### config.mk
export PLATFORM = sky130hd
export DESIGN_NAME = if_fetch
export DESIGN_NICKNAME = d
export VERILOG_FILES = /design/src/rtl/if_fetch.sv
export SDC_FILE = /design/constraint.sdc
export NUM_CORES = 1
export LEC_CHECK = 0
export CORE_AREA = 4 4 166 136
export CTS_BUF_LIST = sky130_fd_sc_hd__clkbuf_8 sky130_fd_sc_hd__clkbuf_16
export DETAILED_ROUTE_END_ITERATION = 6
export DIE_AREA = 0 0 170 140
export PLACE_DENSITY = 0.7
export SKIP_CTS_REPAIR_TIMING = 1
export SYNTH_ARGS = -nofsm -noshare
export SYNTH_HDL_FRONTEND = slang
export SYNTH_SLANG_ARGS = --single-unit
### constraint.sdc
create_clock -name clk -period 3.9 [get_ports clk]
set_clock_uncertainty 0.1 [all_clocks]
set_input_delay 0.585 -clock clk [delete_from_list [all_inputs] [get_ports clk]]
set_output_delay 0.585 -clock clk [all_outputs]
set_load 0.01 [all_outputs]
### src/rtl/if_fetch.sv
// Instruction-fetch stage: owns the PC, keeps one read outstanding on the
// instruction bus and buffers up to two {pc, inst} pairs for the decode stage.
module if_fetch #(
  parameter logic [31:0] RESET_PC = 32'h0000_0000
) (
  input  logic        clk,
  input  logic        rst,
  input  logic        stall,
  input  logic        branch_flag,
  input  logic [31:0] branch_target,
  output logic        ibus_req,
  output logic [31:0] ibus_addr,
  input  logic        ibus_ack,
  input  logic [31:0] ibus_rdata,
  output logic        if_valid,
  output logic [31:0] if_pc,
  output logic [31:0] if_inst
);

  typedef enum logic [1:0] {
    S_IDLE = 2'd0,
    S_WAIT = 2'd1,
    S_DROP = 2'd2
  } state_t;

  state_t      state_r;
  state_t      state_next_s;
  logic [31:0] fetch_pc_r;
  logic [31:0] req_addr_r;
  logic [1:0]  count_r;
  logic [31:0] pc0_r, inst0_r, pc1_r, inst1_r;

  logic        pop_s;
  logic        push_s;
  logic        launch_s;
  logic [1:0]  count_next_s;
  logic [1:0]  widx_s;
  logic [31:0] pc0_next_s, inst0_next_s, pc1_next_s, inst1_next_s;

  // Handshake terms, occupancy and launch decision for this cycle.
  always_comb begin
    pop_s  = (count_r != 2'd0) & ~stall;
    push_s = ibus_ack & (state_r == S_WAIT) & ~branch_flag;
    if (branch_flag) begin
      count_next_s = 2'd0;
    end else begin
      count_next_s = count_r + {1'b0, push_s} - {1'b0, pop_s};
    end
    // A new request may only go out once the current one has completed.
    launch_s = ~branch_flag & (count_next_s <= 2'd1) &
               ((state_r == S_IDLE) | ibus_ack);
  end

  // Next FIFO contents: the head always lives in entry 0, pop shifts entry 1 down.
  always_comb begin
    pc0_next_s   = pc0_r;
    inst0_next_s = inst0_r;
    pc1_next_s   = pc1_r;
    inst1_next_s = inst1_r;
    widx_s       = count_r - {1'b0, pop_s};
    if (pop_s) begin
      pc0_next_s   = pc1_r;
      inst0_next_s = inst1_r;
    end else begin
      pc0_next_s   = pc0_r;
      inst0_next_s = inst0_r;
    end
    if (push_s) begin
      if (widx_s == 2'd0) begin
        pc0_next_s   = req_addr_r;
        inst0_next_s = ibus_rdata;
      end else begin
        pc1_next_s   = req_addr_r;
        inst1_next_s = ibus_rdata;
      end
    end else begin
      pc1_next_s   = pc1_r;
      inst1_next_s = inst1_r;
    end
  end

  // Next bus-side state; a redirect turns an un-acked request into a discard.
  always_comb begin
    state_next_s = state_r;
    if (branch_flag) begin
      if ((state_r != S_IDLE) && !ibus_ack) begin
        state_next_s = S_DROP;
      end else begin
        state_next_s = S_IDLE;
      end
    end else begin
      case (state_r)
        S_IDLE: begin
          state_next_s = launch_s ? S_WAIT : S_IDLE;
        end
        S_WAIT: begin
          if (ibus_ack) begin
            state_next_s = launch_s ? S_WAIT : S_IDLE;
          end else begin
            state_next_s = S_WAIT;
          end
        end
        S_DROP: begin
          if (ibus_ack) begin
            state_next_s = launch_s ? S_WAIT : S_IDLE;
          end else begin
            state_next_s = S_DROP;
          end
        end
        default: begin
          state_next_s = S_IDLE;
        end
      endcase
    end
  end

  // State, PC, FIFO and registered outputs.
  always_ff @(posedge clk) begin
    if (rst) begin
      state_r    <= S_IDLE;
      fetch_pc_r <= RESET_PC;
      req_addr_r <= 32'h0000_0000;
      count_r    <= 2'd0;
      pc0_r      <= 32'h0000_0000;
      inst0_r    <= 32'h0000_0000;
      pc1_r      <= 32'h0000_0000;
      inst1_r    <= 32'h0000_0000;
      ibus_req   <= 1'b0;
      ibus_addr  <= 32'h0000_0000;
      if_valid   <= 1'b0;
      if_pc      <= 32'h0000_0000;
      if_inst    <= 32'h0000_0000;
    end else begin
      state_r <= state_next_s;
      count_r <= count_next_s;
      pc0_r   <= pc0_next_s;
      inst0_r <= inst0_next_s;
      pc1_r   <= pc1_next_s;
      inst1_r <= inst1_next_s;
      if (branch_flag) begin
        fetch_pc_r <= branch_target & 32'hFFFF_FFFC;
      end else if (launch_s) begin
        fetch_pc_r <= fetch_pc_r + 32'd4;
      end
      if (launch_s) begin
        req_addr_r <= fetch_pc_r;
        ibus_addr  <= fetch_pc_r;
      end
      ibus_req <= (state_next_s != S_IDLE);
      if_valid <= (count_next_s != 2'd0);
      if_pc    <= (count_next_s != 2'd0) ? pc0_next_s   : 32'h0000_0000;
      if_inst  <= (count_next_s != 2'd0) ? inst0_next_s : 32'h0000_0000;
    end
  end

endmodule

**Word level (Yosys, flattened, before mapping)**

Index checks and enable logic that the tools add are counted.
Widths: inputs -> output; s select.

- Add/sub/neg operators: 4
- Multipliers: 0
- Divide/modulo/power cells: 0
- Magnitude comparators: 1
- Equal/unequal tests: 2
- Shift-type cells: 0
- Muxes and demuxes: 15
- Bitwise gates (word level): 10
- Reduce and logical (&&, ||, !) cells: 12

Operators by type and width:

| kind | count |
|---|---|
| $mux 32 | 8 |
| $add 32x3->32 const B | 1 |
| $reduce_bool 2->1 | 5 |
| $mux 2 | 4 |
| $pmux 2 s3 | 1 |
| $and 1x1->1 | 5 |
| $logic_not 2->1 | 2 |
| $not 1->1 | 4 |
| $reduce_or 2->1 | 2 |
| $sub 2x1->2 | 2 |
| $add 2x1->2 | 1 |
| $eq 2x1->1 const B | 1 |
| $eq 2x2->1 const B | 1 |
| $le 2x1->1 const B | 1 |
| $mux 1 | 2 |
| $reduce_and 2->1 | 1 |
| $logic_and 1x1->1 | 1 |
| $logic_not 1->1 | 1 |
| $or 1x1->1 | 1 |

- Register bits: 262
- Latch bits: 0
- RAM bits: 0
- Bits in read-only memories: 0
- Input port bits: 69
- Output and inout port bits: 98
- Logic and storage cells: 57
- Memories: 0

**Logic depth before layout (Yosys ltp)**

- Word-level depth: 14
- Gate-level depth with buffers: 14
- Depth with buffers taken out: 10

**Least setup slack after synthesis**

OpenSTA, ideal clock, no wires.

- Path type: input to register
- From: input port stall
- To: register fetch_pc_r[14]
- Setup time: 0.091 ns
- Data arrival time: 3.545 ns
- Required time: 3.709 ns
- Path slack: 0.164 ns
- Stages: 11
- Buffers on the path: 3
- Cells stage by stage: o21bai_1 buf_1 clkbuf_1 xnor2_1 ha_1 or4b_1 and2_1 buf_6 and2_4 or4_1 a311oi_1

- Word-level cells in the longest chain between the ends: 8

RTL lines:

| item | RTL line | text |
|---|---|---|
| from (decl) | 8 | `input logic stall,` |
| $not 1->1 | 42 | `pop_s = (count_r != 2'd0) & ~stall;` |
| $and 1x1->1 | 42 |  |
| $sub 2x1->2 | 47 | `count_next_s = count_r + {1'b0, push_s} - {1'b0, pop_s};` |
| $mux 2 | 44 | `if (branch_flag) begin` |
| $le 2x1->1 | 50 | `launch_s = ~branch_flag & (count_next_s <= 2'd1) &` |
| $and 1x1->1 (2 in a row) | 50 |  |
| $reduce_bool 2->1 (no source line) | - |  |
| to (signal assigned) | 141 | `fetch_pc_r <= branch_target & 32'hFFFF_FFFC;` |
| to (signal assigned) | 143 | `fetch_pc_r <= fetch_pc_r + 32'd4;` |
| to (decl) | 28 | `logic [31:0] fetch_pc_r;` |

No other way between the ends.
A chain may end at the register's enable or synchronous reset.

**Worst setup path after layout**

- From: input port ibus_ack
- To: register fetch_pc_r[28]

- Word-level cells in the longest chain between the ends: 9
- Elaborated cells between the ends (all ways): 10
- Those cells by class: add/sub (2); order compare (1); mux (1); bitwise (5); reduce/logical (1)

RTL lines:

| item | RTL line | text |
|---|---|---|
| from (decl) | 13 | `input logic ibus_ack,` |
| $and 1x1->1 (2 in a row) | 43 | `push_s = ibus_ack & (state_r == S_WAIT) & ~branch_flag;` |
| $add 2x1->2 | 47 |  |
| $sub 2x1->2 | 47 |  |
| $mux 2 | 44 |  |
| $le 2x1->1 | 50 |  |
| $and 1x1->1 | 50 |  |
| $and 1x1->1 (*) | 50 |  |
| $reduce_bool 2->1 (no source line) (*) | - |  |

Mark *: on every way between the ends. The rest lies on a longest branch, timed or not.

==> metrics <==
Critical Path AT 3.77 ns; switching power share of the total 23.1%; final-report setup violation count 0; RSZ-0062 raised after global routing no; Via Count 7809; MaxCap Viol Count 0; number of synthesized flops with an enable pin 0; die area 0.0238 mm2; gp weighted congestion 0.826; antenna violations before repair 0; final hold violations 0; Post-Synthesis Cell Area 0.00963 mm2; WHS 0.352 ns; clock root cell clkbuf_16; status finished, final reports clean; row count 48; port bufs 162; area of the multi-input gates 0.00418 mm2; crit-path cells clkdlybuf4s50_1 > inv_1 > nor4b_1 > buf_4 > xnor2_1 > ha_1 > or4b_1 > and2_1 > buf_12 > a21o_1 > or3_1 > a311oi_1; final wirelength 23400 um; sequential share of the synthesized area 53.2%; commonest non-fill, non-tap cell in the layout dfxtp_1; sequential cell area 0.00512 mm2; Post-DP Area 0.0116 mm2; Hold/Removal Path Class register to register; first-pass GRT wire length 37800 um; CP max stage cell or4b_1; Slew @ Worst Pin 1.05 ns; Post-synth top flop dfxtp_1; Max H-tree Level 1; Filler cells 1846; Leak 0.00515 uW; Gate power share 7.1%; GRT overflow 0; Max IR drop VDD 0.277 mV; Die Y 140 um; Clk Latency, worst-skew pair 0.52 ns; Reg2Reg Setup Slack 0.71 ns; Tcrit/Tclk final 88.1%; CTS tree yes; remaining routing DRC violations 0; Routed Antenna Nets 0; min Tclk post-route 3.43 ns; cell count after synthesis 1106; area share of the largest cell type after synthesis 53.2%; flops & latches, synth 256; fmax 291 MHz; Synth Area per Inst 8.71 um2; hpwl dp 14700 um; Area Growth Syn to Fin 29.0%; Clk pin slew, worst setup/hold paths 0.06 ns; WL/cell 15.2 um; crit path launch type primary input; GRT Util Overall 18.9%; core area 0.0211 mm2; NetSw 1260 uW; Clk pwr share 42.8%; count of cell types in the netlist 48; Finished Core Util 58.9%; Pwr Total 5460 uW; clk buf depth 3; Synth area leaders dfxtp_1 53%, mux2i_1 9.9%, nand2_1 7.6%, nor2_1 6.9%, o21ai_0 4.2%; Critical Path Sink Type register; crit path kind primary input to register; vias in the first global route 7426; Post-Layout Inst Area 0.0124 mm2; CTS Sinks 256; CP peak stage delay 0.55 ns; ys async rst share 0%; antenna cell count 0; DR pass1 iterations 7; chip width 170 um; Starting Density 45.7%; YS warnings 0; CTS Buf Count 26; Yosys top cell by area dfxtp_1; largest net degree at the start of global routing 85; critical path peak fanout 13; Reg power frac 50.1%; share of cells above drive strength 1 6.66%; Pint 4200 uW; drt via density 5.08; commonest cells after routing, fill and taps aside 256 x dfxtp_1, 195 x nand2_1, 177 x nor2_1; power density over the cells 440 mW/mm2; final net count 1314; DRT iter0 DRCs 614; max-slew violations 0; I/O pin cnt 167; Data required, critical path 4.23 ns; relative slew slack 30.3%
==> path summary, 6_finish.rpt <==
kind | endpoint | start | cells after the start
setup / recovery | fetch_pc_r[28] | ibus_ack | 12
setup reg to reg | fetch_pc_r[28] | state_r[0] | 10
hold reg to reg | inst1_r[12] | inst1_r[12] | 2
hold / removal | inst1_r[12] | inst1_r[12] | 2
==> cells in the mapped netlist, types with 2 or more instances <==
cell,instances
and2_4,2
a211oi_1,24
ha_1,2
and2_1,4
o21ai_0,81
dfxtp_1,256
a31oi_1,2
clkbuf_1,67
buf_2,7
a31o_2,3
buf_1,3
o21a_1,2
nand3_1,13
a2111oi_2,3
nor2b_1,4
nor2_1,177
or3_1,5
inv_1,13
and3_1,2
nand2_1,196
a311oi_1,6
and4_1,2
xnor2_1,22
nor3_1,5
a21oi_1,80
buf_6,2
mux2i_1,95
buf_4,2
or4b_1,2
nand4_1,6
==> worst max-delay path, delay by kind of cell <==
kind	cells	cell delay, ns
adder cells (fa/ha/maj)	1	0.25
AND/OR/NAND/NOR	4	1.50
buffers and inverters	4	0.96
XOR/XNOR	1	0.07
AO/OA/AOI/OAI	2	0.42
==> cell type report <==
cell class                      count  share of cell area, %
Timing Repair Buffer              189                   15.4
Clock buffer                       31                   5.88
Multi-Input combinational cell    757                   33.6
Inverter                           13                  0.393
Sequential cell                   256                   41.2
Clock inverter                     16                  0.685
Tap cell                          275                   2.77
==> power groups by stage <==
stage                     Sequential [uW]  Combinational, uW  Clock [uW]
after global placement               2790                383           0
final                                2730                388        2340
after floorplan                      2780                210           0
after global routing                 2740                429        2510
after CTS                            2730                390        2400
after detailed placement             2790                386           0
==> kinds of logic (layout without fill, tap and decap cells) <==
group | Yosys count | in the layout | synth area share, %
buffers and inverters | 94 | 249 | 3.99
AO/OA/AOI/OAI | 212 | 212 | 12.7
flip-flops | 256 | 256 | 53.2
multiplexers | 95 | 95 | 9.87
other | 1 | 2 | 0.0389
adder cells (fa/ha/maj) | 2 | 2 | 0.260
XOR/XNOR | 23 | 23 | 2.09
AND/OR/NAND/NOR | 423 | 423 | 17.8
==> registers in the layout (all words and copies together) (netlist names), 30 cells and up <==
signal	cells
inst0_r	32
inst1_r	32
fetch_pc_r	30
req_addr_r	30
if_pc	32
pc1_r	30
pc0_r	32
if_inst	32
==> routing by layer <==
layer | vias to the layer above | part of all wire, % | global-route usage (%)
li1 | 3970 | - | -
met1 | 3606 | 48 | 26.9
met2 | 200 | 44 | 30.1
met3 | 33 | 6.2 | 3.95
met4 | 0 | 1.9 | 3.70
met5 | - | 0 | 0
==> through the flow <==
step / instances / worst slack (ns) / setup TNS, ns
after floorplan: 1107 / 0.164 / 0
after global placement: 1490 / -0.0161 / -0.0161
after detailed placement: 1490 / -0.0642 / -0.143
after CTS: 1537 / 0.484 / 0
after global routing: 1537 / 0.292 / 0
final: 1537 / 0.466 / 0
Power figures use the tool's default switching activity.
